$ cat src/rtl/tns_frame_scheduler.sv
// tns_frame_scheduler: gathers input beats into a frame, launches it into the TNS encoder array, and returns the codewords.
// Optional partial-frame flush port is enabled by defining TNS_SCHED_FLUSH_EN.
module tns_frame_scheduler #(
  parameter int GROUPS      = 20,
  parameter int GDATA_W     = 11,
  parameter int GCODE_W     = 12,
  parameter int BEAT_GROUPS = 2,
  parameter int ENC_LAT     = 1,
  localparam int DIN_W = BEAT_GROUPS*GDATA_W,
  localparam int BEATS = GROUPS/BEAT_GROUPS,
  localparam int FD_W  = GROUPS*GDATA_W,
  localparam int FC_W  = GROUPS*GCODE_W
) (
  input  logic              i_clk,
  input  logic              i_rst_n,
  input  logic              i_in_valid,
  output logic              o_in_ready,
  input  logic [DIN_W-1:0]  i_in_data,
  output logic [FD_W-1:0]   o_enc_datain,
  input  logic [FC_W-1:0]   i_enc_codeout,
  output logic              o_out_valid,
  input  logic              i_out_ready,
  output logic [FC_W-1:0]   o_out_code,
  output logic              o_busy
`ifdef TNS_SCHED_FLUSH_EN
  ,
  input  logic              i_flush
`endif
);
  localparam int BW = (BEATS > 1) ? $clog2(BEATS) : 1;
  localparam int LW = $clog2(ENC_LAT+1);

  if (GROUPS % BEAT_GROUPS != 0) begin : g_bad_cfg
    $error("GROUPS must be a multiple of BEAT_GROUPS");
  end

  typedef enum logic [1:0] {S_FILL = 2'd0, S_WAIT = 2'd1, S_OUT = 2'd2} state_t;

  state_t            r_state, w_state;
  logic [BW-1:0]     r_beat_cnt, w_beat_cnt;
  logic [LW-1:0]     r_lat_cnt, w_lat_cnt;
  logic [FD_W-1:0]   r_fill, w_fill, w_fill_wr;
  logic [FD_W-1:0]   r_enc, w_enc;
  logic [FC_W-1:0]   r_code, w_code;
  logic              r_in_ready, r_out_valid;
  logic              w_acc, w_last, w_flush;

  always_comb begin
    w_acc  = (r_state == S_FILL) && i_in_valid && r_in_ready;
    w_last = w_acc && (r_beat_cnt == BW'(BEATS-1));
`ifdef TNS_SCHED_FLUSH_EN
    w_flush = (r_state == S_FILL) && i_flush && ((r_beat_cnt != '0) || w_acc);
`else
    w_flush = 1'b0;
`endif
    // The buffer is cleared at every launch, so unwritten groups are already zero padding.
    w_fill_wr = r_fill;
    if (w_acc) w_fill_wr[r_beat_cnt*DIN_W +: DIN_W] = i_in_data;
  end

  always_comb begin
    w_state    = r_state;
    w_beat_cnt = r_beat_cnt;
    w_lat_cnt  = r_lat_cnt;
    w_fill     = r_fill;
    w_enc      = r_enc;
    w_code     = r_code;
    case (r_state)
      S_FILL: begin
        if (w_last || w_flush) begin
          w_state    = S_WAIT;
          w_beat_cnt = '0;
          w_lat_cnt  = '0;
          w_fill     = '0;
          w_enc      = w_fill_wr;
        end else if (w_acc) begin
          w_beat_cnt = r_beat_cnt + 1'b1;
          w_fill     = w_fill_wr;
        end
      end
      S_WAIT: begin
        w_lat_cnt = r_lat_cnt + 1'b1;
        if (r_lat_cnt == LW'(ENC_LAT)) begin
          w_state = S_OUT;
          w_code  = i_enc_codeout;
        end
      end
      S_OUT: w_state = i_out_ready ? S_FILL : S_OUT;
      default: begin
        w_state    = S_FILL;
        w_beat_cnt = '0;
        w_lat_cnt  = '0;
        w_fill     = '0;
      end
    endcase
  end

  always_ff @(posedge i_clk or negedge i_rst_n) begin
    if (!i_rst_n) begin
      r_state     <= S_FILL;
      r_beat_cnt  <= '0;
      r_lat_cnt   <= '0;
      r_fill      <= '0;
      r_enc       <= '0;
      r_code      <= '0;
      r_in_ready  <= 1'b0;
      r_out_valid <= 1'b0;
    end else begin
      r_state     <= w_state;
      r_beat_cnt  <= w_beat_cnt;
      r_lat_cnt   <= w_lat_cnt;
      r_fill      <= w_fill;
      r_enc       <= w_enc;
      r_code      <= w_code;
      r_in_ready  <= (w_state == S_FILL);
      r_out_valid <= (w_state == S_OUT);
    end
  end

  assign o_in_ready   = r_in_ready;
  assign o_out_valid  = r_out_valid;
  assign o_enc_datain = r_enc;
  assign o_out_code   = r_code;
  assign o_busy       = !((r_state == S_FILL) && (r_beat_cnt == '0));
endmodule

$ cat config.mk
export PLATFORM = sky130hd
export DESIGN_NAME = tns_frame_scheduler
export DESIGN_NICKNAME = d
export VERILOG_FILES = /design/src/rtl/tns_frame_scheduler.sv
export SDC_FILE = /design/constraint.sdc
export NUM_CORES = 1
export LEC_CHECK = 0
export CORE_AREA = 5 5 280 282
export DETAILED_ROUTE_END_ITERATION = 6
export DIE_AREA = 0 0 285 287
export PLACE_DENSITY = 0.8
export SYNTH_ARGS = -nofsm -noshare
export SYNTH_HDL_FRONTEND = slang
export SYNTH_SLANG_ARGS = --single-unit
$ cat constraint.sdc
create_clock -name i_clk -period 6 [get_ports i_clk]
set_input_delay 1.2 -clock i_clk [delete_from_list [all_inputs] [get_ports i_clk]]
set_output_delay 1.2 -clock i_clk [all_outputs]
set_load 0.02 [all_outputs]
==> metrics.log, run 1 <==
[metrics] run status: finished with violations
[metrics] failing checks: design-rule violations
[metrics] max-cap violation count: 0
[metrics] Critical Path Sink Type: register
[metrics] Die ar.: 81,800 µm²
[metrics] placed wire-length estimate after detailed placement: 107,000 µm
[metrics] final clock period utilization by the worst path: 98.5%
[metrics] mean post-synth cell area: 10.9 µm²
[metrics] final setup violation count: 0
[metrics] share of power burned in the clock network: 17.5%
[metrics] worst path arrival time: 6.43 ns
[metrics] post-CTS setup buffer count: 0
[metrics] Std-Cell Core Area: 75,400 µm²
[metrics] Worst R2R Start: r_beat_cnt[0]
[metrics] post-placement setup slack: 0.226 ns
[metrics] Layout Cells excl Fill: 4,652
[metrics] Reg power frac: 23.5%
[metrics] via count of the routed design: 28,100
[metrics] cell-internal power: 14,000 µW
[metrics] clock-pin slew of the registers on the worst-case setup and hold paths: 0.06 ns
[metrics] Slew Limit Fails: 0
[metrics] power density over cell area: 664 nW/µm²
[metrics] Total Routing Usage GR: 33.2%
[metrics] top layer in use: met5
[metrics] number of flops mapped to enable cells by yosys: 0
[metrics] proportion of layout cells with a drive suffix above 1: 13.3%
[metrics] net switching power: 14,600 µW
[metrics] reg-to-reg critical path endpoint: r_fill[80]
[metrics] instance count along the most critical hold path: 2
[metrics] die width: 285 µm
[metrics] vertical extent of the die: 287 µm
[metrics] overflow left after global routing: 0
[metrics] number of detailed-route iterations in the first pass: 7
[metrics] post-synthesis sequential element count: 689
[metrics] antenna violations before repair: 24
[metrics] startpoint types: register
[metrics] site row count: 101
[metrics] Max Clock Skew: 0.0287 ns
[metrics] number of clock sinks: 689
[metrics] Max clock buf depth: 3
[metrics] sequential fraction of the synthesis area: 54.0%
[metrics] Worst Reg-to-Reg Cells: 13
[metrics] utilization of the core after routing: 57.0%
[metrics] min cycle time layout: 5.91 ns
[metrics] DR vias/cell: 6.05
[metrics] highest attainable clock frequency: 169 MHz
[metrics] number of clock buffers inserted by TritonCTS: 78
[metrics] Hold Violations, Final: 0
[metrics] net switching fraction of the power: 51.1%
[metrics] Hold Path Origin: o_enc_datain[93]
[metrics] net count after synthesis: 3,207
[metrics] TritonCTS clock tree: done
[metrics] Met2 Wirelength: 62,300 µm
[metrics] Clk Tree Root Cell: sky130_fd_sc_hd__clkbuf_16
[metrics] gate count after technology mapping: 2,920
[metrics] number of warnings issued by yosys: 0
[metrics] maximum number of pins on one net before global-route repair: 207
[metrics] worst slew margin relative to its limit: 15.2%
[metrics] setup repair after global routing missed its margin: yes
[metrics] combinational power share: 59.0%
[metrics] post-synthesis async set-or-reset flop share: 100%
[metrics] Placed Cells: 4,501
[metrics] number of global-route vias before repair: 27,800
[metrics] critical path type: register to register
[metrics] Mapped Area: 31,900 µm²
[metrics] number of port buffers: 728
[metrics] worst min-delay path endpoint: o_enc_datain[93]
[metrics] maximum fanout encountered on the critical timing path: 10
[metrics] gpl congestion: 1.00
[metrics] initial core utilization: 42.3%
[metrics] # IOs: 729
[metrics] global-route wire length before repair: 199,000 µm
[metrics] classification of the worst-slack hold path: register to register
[metrics] required time at the worst-slack endpoint: 6.52 ns
[metrics] drt initial violations: 3,179
[metrics] Max rail drop VDD: 0.553 mV
[metrics] detailed route wirelength on metal3: 17,900 µm
[metrics] cell leakage power: 0.0176 µW
[metrics] register-to-register setup slack: 0.09 ns
[metrics] sum of routed wire segments on met1: 51,800 µm
[metrics] Post-CTS Hold Fix Bufs: 0
[metrics] transition at the pin with the smallest max-transition slack: 1.26 ns
[metrics] synthesis-to-layout area growth: 34.9%
[metrics] instance area after placement: 40,300 µm²
[metrics] routed wire length: 140,000 µm
[metrics] clk_lat worst skew: 0.63 ns
[metrics] wire length per cell after detailed routing: 30.2 µm
[metrics] antenna-violating nets left: 0
[metrics] DRC violations left: 2
[metrics] Post-synth top flop: sky130_fd_sc_hd__dfrtp_1
[metrics] depth of the CTS H-tree: 3
[metrics] final net count: 3,890
[metrics] Final Cell Area: 43,000 µm²
[metrics] distinct cell type count after synthesis: 77
[metrics] final setup margin: 0.0901 ns
[metrics] Pwr Total: 28,600 µW
## worst max-delay path, stage by stage (launching register included)
cell                       delay [ns]
sky130_fd_sc_hd__dfrtp_1         0.48
sky130_fd_sc_hd__ha_1            0.36
sky130_fd_sc_hd__ha_1            0.32
sky130_fd_sc_hd__fa_1            0.51
sky130_fd_sc_hd__or4_1           0.65
sky130_fd_sc_hd__or2_0           0.32
sky130_fd_sc_hd__a221oi_1        0.45
sky130_fd_sc_hd__ha_1            0.27
sky130_fd_sc_hd__nand2_1         0.23
sky130_fd_sc_hd__nor3_4          0.49
sky130_fd_sc_hd__nand2_1         0.58
sky130_fd_sc_hd__a21oi_1         0.61
sky130_fd_sc_hd__o21ai_0         0.24
sky130_fd_sc_hd__a32o_1          0.30
## how the worst max path moves through the flow
stage | endpoint | cells past startpoint | startpoint | slack [ns]
4_1_cts | r_fill[46] | 14 | r_beat_cnt[0] | 0.23
3_5_place_dp | r_fill[46] | 14 | r_beat_cnt[0] | 0.23
5_1_grt | r_fill[76] | 13 | r_beat_cnt[0] | -0.04
6_report | r_fill[80] | 13 | r_beat_cnt[0] | 0.09
2_1_floorplan | r_fill[216] | 17 | r_beat_cnt[0] | 1.09
3_3_place_gp | r_fill[47] | 14 | r_beat_cnt[0] | 0.36
## cells in the final DEF, fill, tap and decap left out, drive strengths merged, types with 66 or more instances in the layout
master         count
a32o              66
a22o              84
mux2             250
clkbuf           112
nand2            393
o21ai            369
dfrtp            689
nor2             139
clkdlybuf4s50    727
buf               67
mux2i            171
## metal layers
layer / vias up / global-route usage [%]
met2: 1705 / 50.7
met4: 4 / 16.1
met1: 14000 / 41.2
li1: 12100 / -
met3: 324 / 13.2
met5: - / 0
## power by group through the flow
stage	sequential [µW]	clock [µW]	combinational (µW)
after CTS	6680	5070	16300
after floorplan	7700	0	7670
after detailed placement	6740	0	16200
final	6710	5010	16900
after global placement	6690	0	16200
after global routing	6840	5260	17400
## timing repair
item                                    CTS  global route
endpoints found under the setup margin    0            10
endpoints found under the hold margin     0             0
resized for setup                         0             1
## cells in the mapped netlist (all sizes together) (3+ instances only)
cell type	number	area [µm²]
or2	6	37.5
a31oi	24	150
nand4	6	37.5
o22ai	63	394
a221oi	9	78.8
nand2	393	1480
nand3	62	310
nand2b	10	62.6
and3	10	62.6
o211ai	10	75.1
o21ai	369	1850
dfrtp	689	17200
and2	35	219
or4	4	33.8
mux2	250	2820
mux2i	171	1710
ha	20	250
a21oi	64	324
nor3b	4	30.0
a211o	5	43.8
mux4	16	360
buf	26	121
a2bb2oi	3	26.3
o2bb2ai	38	333
nor4	6	56.3
inv	22	82.6
a21o	14	105
o22a	10	87.6
clkbuf	165	619
o32ai	4	50.1
xnor2	3	26.3
nor2b	5	31.3
o31ai	5	37.5
a32oi	6	52.6
a32o	66	661
nor3	38	231
a22oi	9	72.6
a211oi	6	62.6
a22o	84	736
a221o	8	80.1
or3	19	119
nor2	139	524
## flip-flops by register name, summed over array words and instances (netlist names)
register      cells
o_enc_datain    220
o_in_ready        1
o_out_code      240
o_out_valid       1
r_beat_cnt        4
r_fill          220
r_lat_cnt         1
r_state           2
## metrics by stage
stage,hold WS (ns),setup TNS [ns]
detailed placement,0.462,0
global route,0.496,-0.103
floorplan,0.437,0
global placement,0.450,0
finish,0.476,0
CTS,0.482,0
## cells by family after synthesis
family,after synthesis,share of synthesized area (%)
DFF,689,54.0
xor gates and xnor gates,5,0.137
adders and majority gates,21,0.847
and+or+nand+nor,745,10.4
buffers and inverters,214,2.59
AOI/OAI and AO/OA,809,16.7
muxes,437,15.3
## final cells by class
| class | count | area (µm²) |
|---|---|---|
| Multi-Input combinational cell | 2017 | 13900 |
| Tap cell | 978 | 1220 |
| Clock inverter | 30 | 417 |
| Inverter | 23 | 86.3 |
| Fill cell | 6240 | 32400 |
| Clock buffer | 112 | 2270 |
| Sequential cell | 689 | 17200 |
| Timing Repair Buffer | 794 | 7890 |
| Antenna cell | 9 | 22.5 |
(Power assumes the default switching activity.)
==> inputs of run 2 (changes only) <==
--- a/config.mk
+++ b/config.mk
@@ -5,7 +5,9 @@
 export SDC_FILE = /design/constraint.sdc
 export NUM_CORES = 1
 export LEC_CHECK = 0
+export CAP_MARGIN = 20
 export CORE_AREA = 5 5 280 282
+export CTS_CLUSTER_SIZE = 25
 export DETAILED_ROUTE_END_ITERATION = 6
 export DIE_AREA = 0 0 285 287
 export PLACE_DENSITY = 0.8
==> run 2 against run 1 <==
- the flow now finishes without violations
- cell area rose by 0.33%
- first-iteration DRC count rose by 0.13%
- global-route usage rose by 0.11 points
- critical path depth did not move
- sequential power barely moved
- hold slack got worse by 0.0053 ns
- register-to-register slack improved by 0.23 ns
- non-clock buffer count rose by 1
- clock-buffer cell count fell by 5
- die area did not move
- maximum frequency rose by 4.1%
- clock power rose by 5.0%
- critical path type unchanged
- largest cell class unchanged
- largest power group unchanged
==> metrics.log, run 2 (synthesis results as in run 1) <==
[metrics] run status: complete, no violations (was finished with violations)
[metrics] Die ar.: 81,800 µm² (unchanged)
[metrics] Most Frequent Cell on Critical Path: sky130_fd_sc_hd__ha_1 (unchanged)
[metrics] clk_lat worst skew: 0.64 ns (was 0.63 ns)
[metrics] power density over cell area: 669 nW/µm² (was 664 nW/µm²)
[metrics] final setup margin: 0.324 ns (was 0.0901 ns)
[metrics] number of detailed-route iterations in the first pass: 6 (was 7)
[metrics] TritonCTS clock tree: done (unchanged)
[metrics] series of cell instances along the critical path: ha_1 > ha_1 > fa_1 > or4_1 > or2_0 > a221oi_1 > ha_1 > and3_1 > a31o_2 > nand2_1 > nor2_1 > o21ai_0 > a32o_1 (was ha_1 > ha_1 > fa_1 > or4_1 > or2_0 > a221oi_1 > ha_1 > nand2_1 > nor3_4 > nand2_1 > a21oi_1 > o21ai_0 > a32o_1)
[metrics] final clock period utilization by the worst path: 94.6% (was 98.5%)
[metrics] antenna-violating nets left: 0 (unchanged)
[metrics] antenna violations before repair: 20 (was 24)
[metrics] clock-pin slew of the registers on the worst-case setup and hold paths: 0.06 ns (about the same)
[metrics] Std-Cell Core Area: 75,400 µm² (unchanged)
[metrics] placed wire-length estimate after detailed placement: 107,000 µm (about the same)
[metrics] site row count: 101 (unchanged)
[metrics] final net count: 3,892 (was 3,890)
[metrics] Setup TNS: 0 ns (unchanged)
[metrics] Slowest Stage Delay on Critical Path: 0.63 ns (was 0.65 ns)
[metrics] max-cap violation count: 0 (unchanged)
[metrics] maximum number of pins on one net before global-route repair: 207 (unchanged)
[metrics] die width: 285 µm (unchanged)
[metrics] transition at the pin with the smallest max-transition slack: 1.13 ns (was 1.26 ns)
[metrics] overflow left after global routing: 0 (unchanged)
[metrics] fillcell total: 6,300 (was 6,240)
[metrics] proportion of layout cells with a drive suffix above 1: 13.7% (was 13.3%)
[metrics] final setup violation count: 0 (unchanged)
[metrics] post-placement setup slack: 0.236 ns (was 0.226 ns)
[metrics] worst path arrival time: 6.19 ns (was 6.43 ns)
[metrics] number of global-route vias before repair: 28,000 (was 27,800)
[metrics] initial core utilization: 42.3% (unchanged)
[metrics] gpl congestion: 1.00 (unchanged)
[metrics] Max Clock Skew: 0.0249 ns (was 0.0287 ns)
[metrics] Max rail drop VDD: 0.638 mV (was 0.553 mV)
[metrics] startpoint types: register (unchanged)
[metrics] utilization of the core after routing: 57.2% (was 57.0%)
[metrics] leading cell type in the layout, fill and taps excluded: sky130_fd_sc_hd__clkdlybuf4s50_1 (unchanged)
[metrics] critical path type: register to register (unchanged)
[metrics] maximum fanout encountered on the critical timing path: 12 (was 10)
[metrics] routed wire length: 141,000 µm (was 140,000 µm)
[metrics] setup repair after global routing missed its margin: no (was yes)
[metrics] DR vias/cell: 6.09 (was 6.05)
[metrics] number of clock sinks: 689 (unchanged)
[metrics] cell leakage power: 0.0176 µW (about the same)
[metrics] Final Cell Area: 43,200 µm² (was 43,000 µm²)
[metrics] Total Routing Usage GR: 33.3% (was 33.2%)
[metrics] number of port buffers: 728 (unchanged)
[metrics] min cycle time layout: 5.68 ns (was 5.91 ns)
[metrics] required time at the worst-slack endpoint: 6.52 ns (about the same)
[metrics] classification of the worst-slack hold path: register to register (unchanged)
[metrics] synthesis-to-layout area growth: 35.3% (was 34.9%)
[metrics] flip-flop count of the largest register, all copies and words added: 240 (unchanged)
[metrics] commonest cells after routing, fill and taps aside: sky130_fd_sc_hd__clkdlybuf4s50_1, sky130_fd_sc_hd__dfrtp_1, sky130_fd_sc_hd__nand2_1 (unchanged)
[metrics] vertical extent of the die: 287 µm (unchanged)
[metrics] Pwr Total: 28,900 µW (was 28,600 µW)
[metrics] # IOs: 729 (unchanged)
[metrics] Clk Tree Root Cell: sky130_fd_sc_hd__clkbuf_16 (unchanged)
[metrics] Hold Violations, Final: 0 (unchanged)
[metrics] drt initial violations: 3,183 (was 3,179)
[metrics] via count of the routed design: 28,300 (was 28,100)
[metrics] depth of the CTS H-tree: 3 (unchanged)
[metrics] highest attainable clock frequency: 176 MHz (was 169 MHz)
[metrics] instance area after placement: 40,300 µm² (about the same)
[metrics] Max clock buf depth: 3 (unchanged)
[metrics] worst slew margin relative to its limit: 24.5% (was 15.2%)
[metrics] global-route wire length before repair: 200,000 µm (was 199,000 µm)
[metrics] cell with the largest stage delay on the worst path: sky130_fd_sc_hd__or4_1 (unchanged)
[metrics] Slew Limit Fails: 0 (unchanged)
[metrics] DRC violations left: 0 (was 2)
[metrics] Critical Path Sink Type: register (unchanged)
[metrics] wire length per cell after detailed routing: 30.4 µm (was 30.2 µm)
[metrics] number of clock buffers inserted by TritonCTS: 79 (was 78)
## run 2: final cells by class
cell class | instances | area, µm² | share of cell area [%]
sequential | 689 | 17200 | 39.9
multi-input combinational | 2017 | 13900 | 32.2
timing repair buffer | 795 | 7900 | 18.3
clock buffer | 107 | 2280 | 5.29
tap | 978 | 1220 | 2.83
clock inverter | 37 | 543 | 1.26
inverter | 23 | 86.3 | 0.200
antenna | 4 | 10.0 | 0.0232
## run 2: final timing paths
| path | slack (ns) | endpoint | cells past startpoint | startpoint |
|---|---|---|---|---|
| setup / recovery | 0.32 | r_fill[18] | 13 | r_beat_cnt[0] |
| hold / removal | 0.47 | r_fill[0] | 2 | r_fill[0] |
| setup reg to reg | 0.32 | r_fill[18] | 13 | r_beat_cnt[0] |
| hold reg to reg | 0.47 | r_fill[0] | 2 | r_fill[0] |
| max in group asynchronous | 4.03 | o_out_code[85] | 2 | i_rst_n |
| min in group asynchronous | 0.58 | o_out_code[5] | 1 | i_rst_n |
## run 2: critical path, delay by kind of cell, from the launching register on
family	cells	cell delay [ns]
compound gates	4	1.27
fa+ha+maj	4	1.82
flops	1	0.47
simple gates	5	2.01
## run 2: metrics by stage
step,instances,hold slack (ns)
after floorplan,2920,0.437
after global placement,4501,0.450
after detailed placement,4502,0.462
after CTS,4646,0.474
after global routing,4648,0.496
final,4650,0.471
## run 2: timing repair
action                                  4_1_cts  5_1_grt
endpoints found under the setup margin        0        6
buffers inserted                              0        0
gates resized for setup                       0        3
hold buffers                                  0        0
## run 2: where the power goes
group	switching (µW)	internal (µW)	total, µW	leakage (µW)
Sequential	831	5880	6710	0.00901
Combinational	11800	5120	16900	0.00723
Clock	2090	3170	5260	0.00139
Total	14700	14200	28900	0.0176
## run 2: layer usage
metal	GRT usage (%)	vias to the layer above	share of wire, %
met5	0	-	0.024
met4	17.0	6	6.5
met3	13.3	386	13
met2	50.7	1749	44
met1	41.2	14100	37
li1	-	12100	-
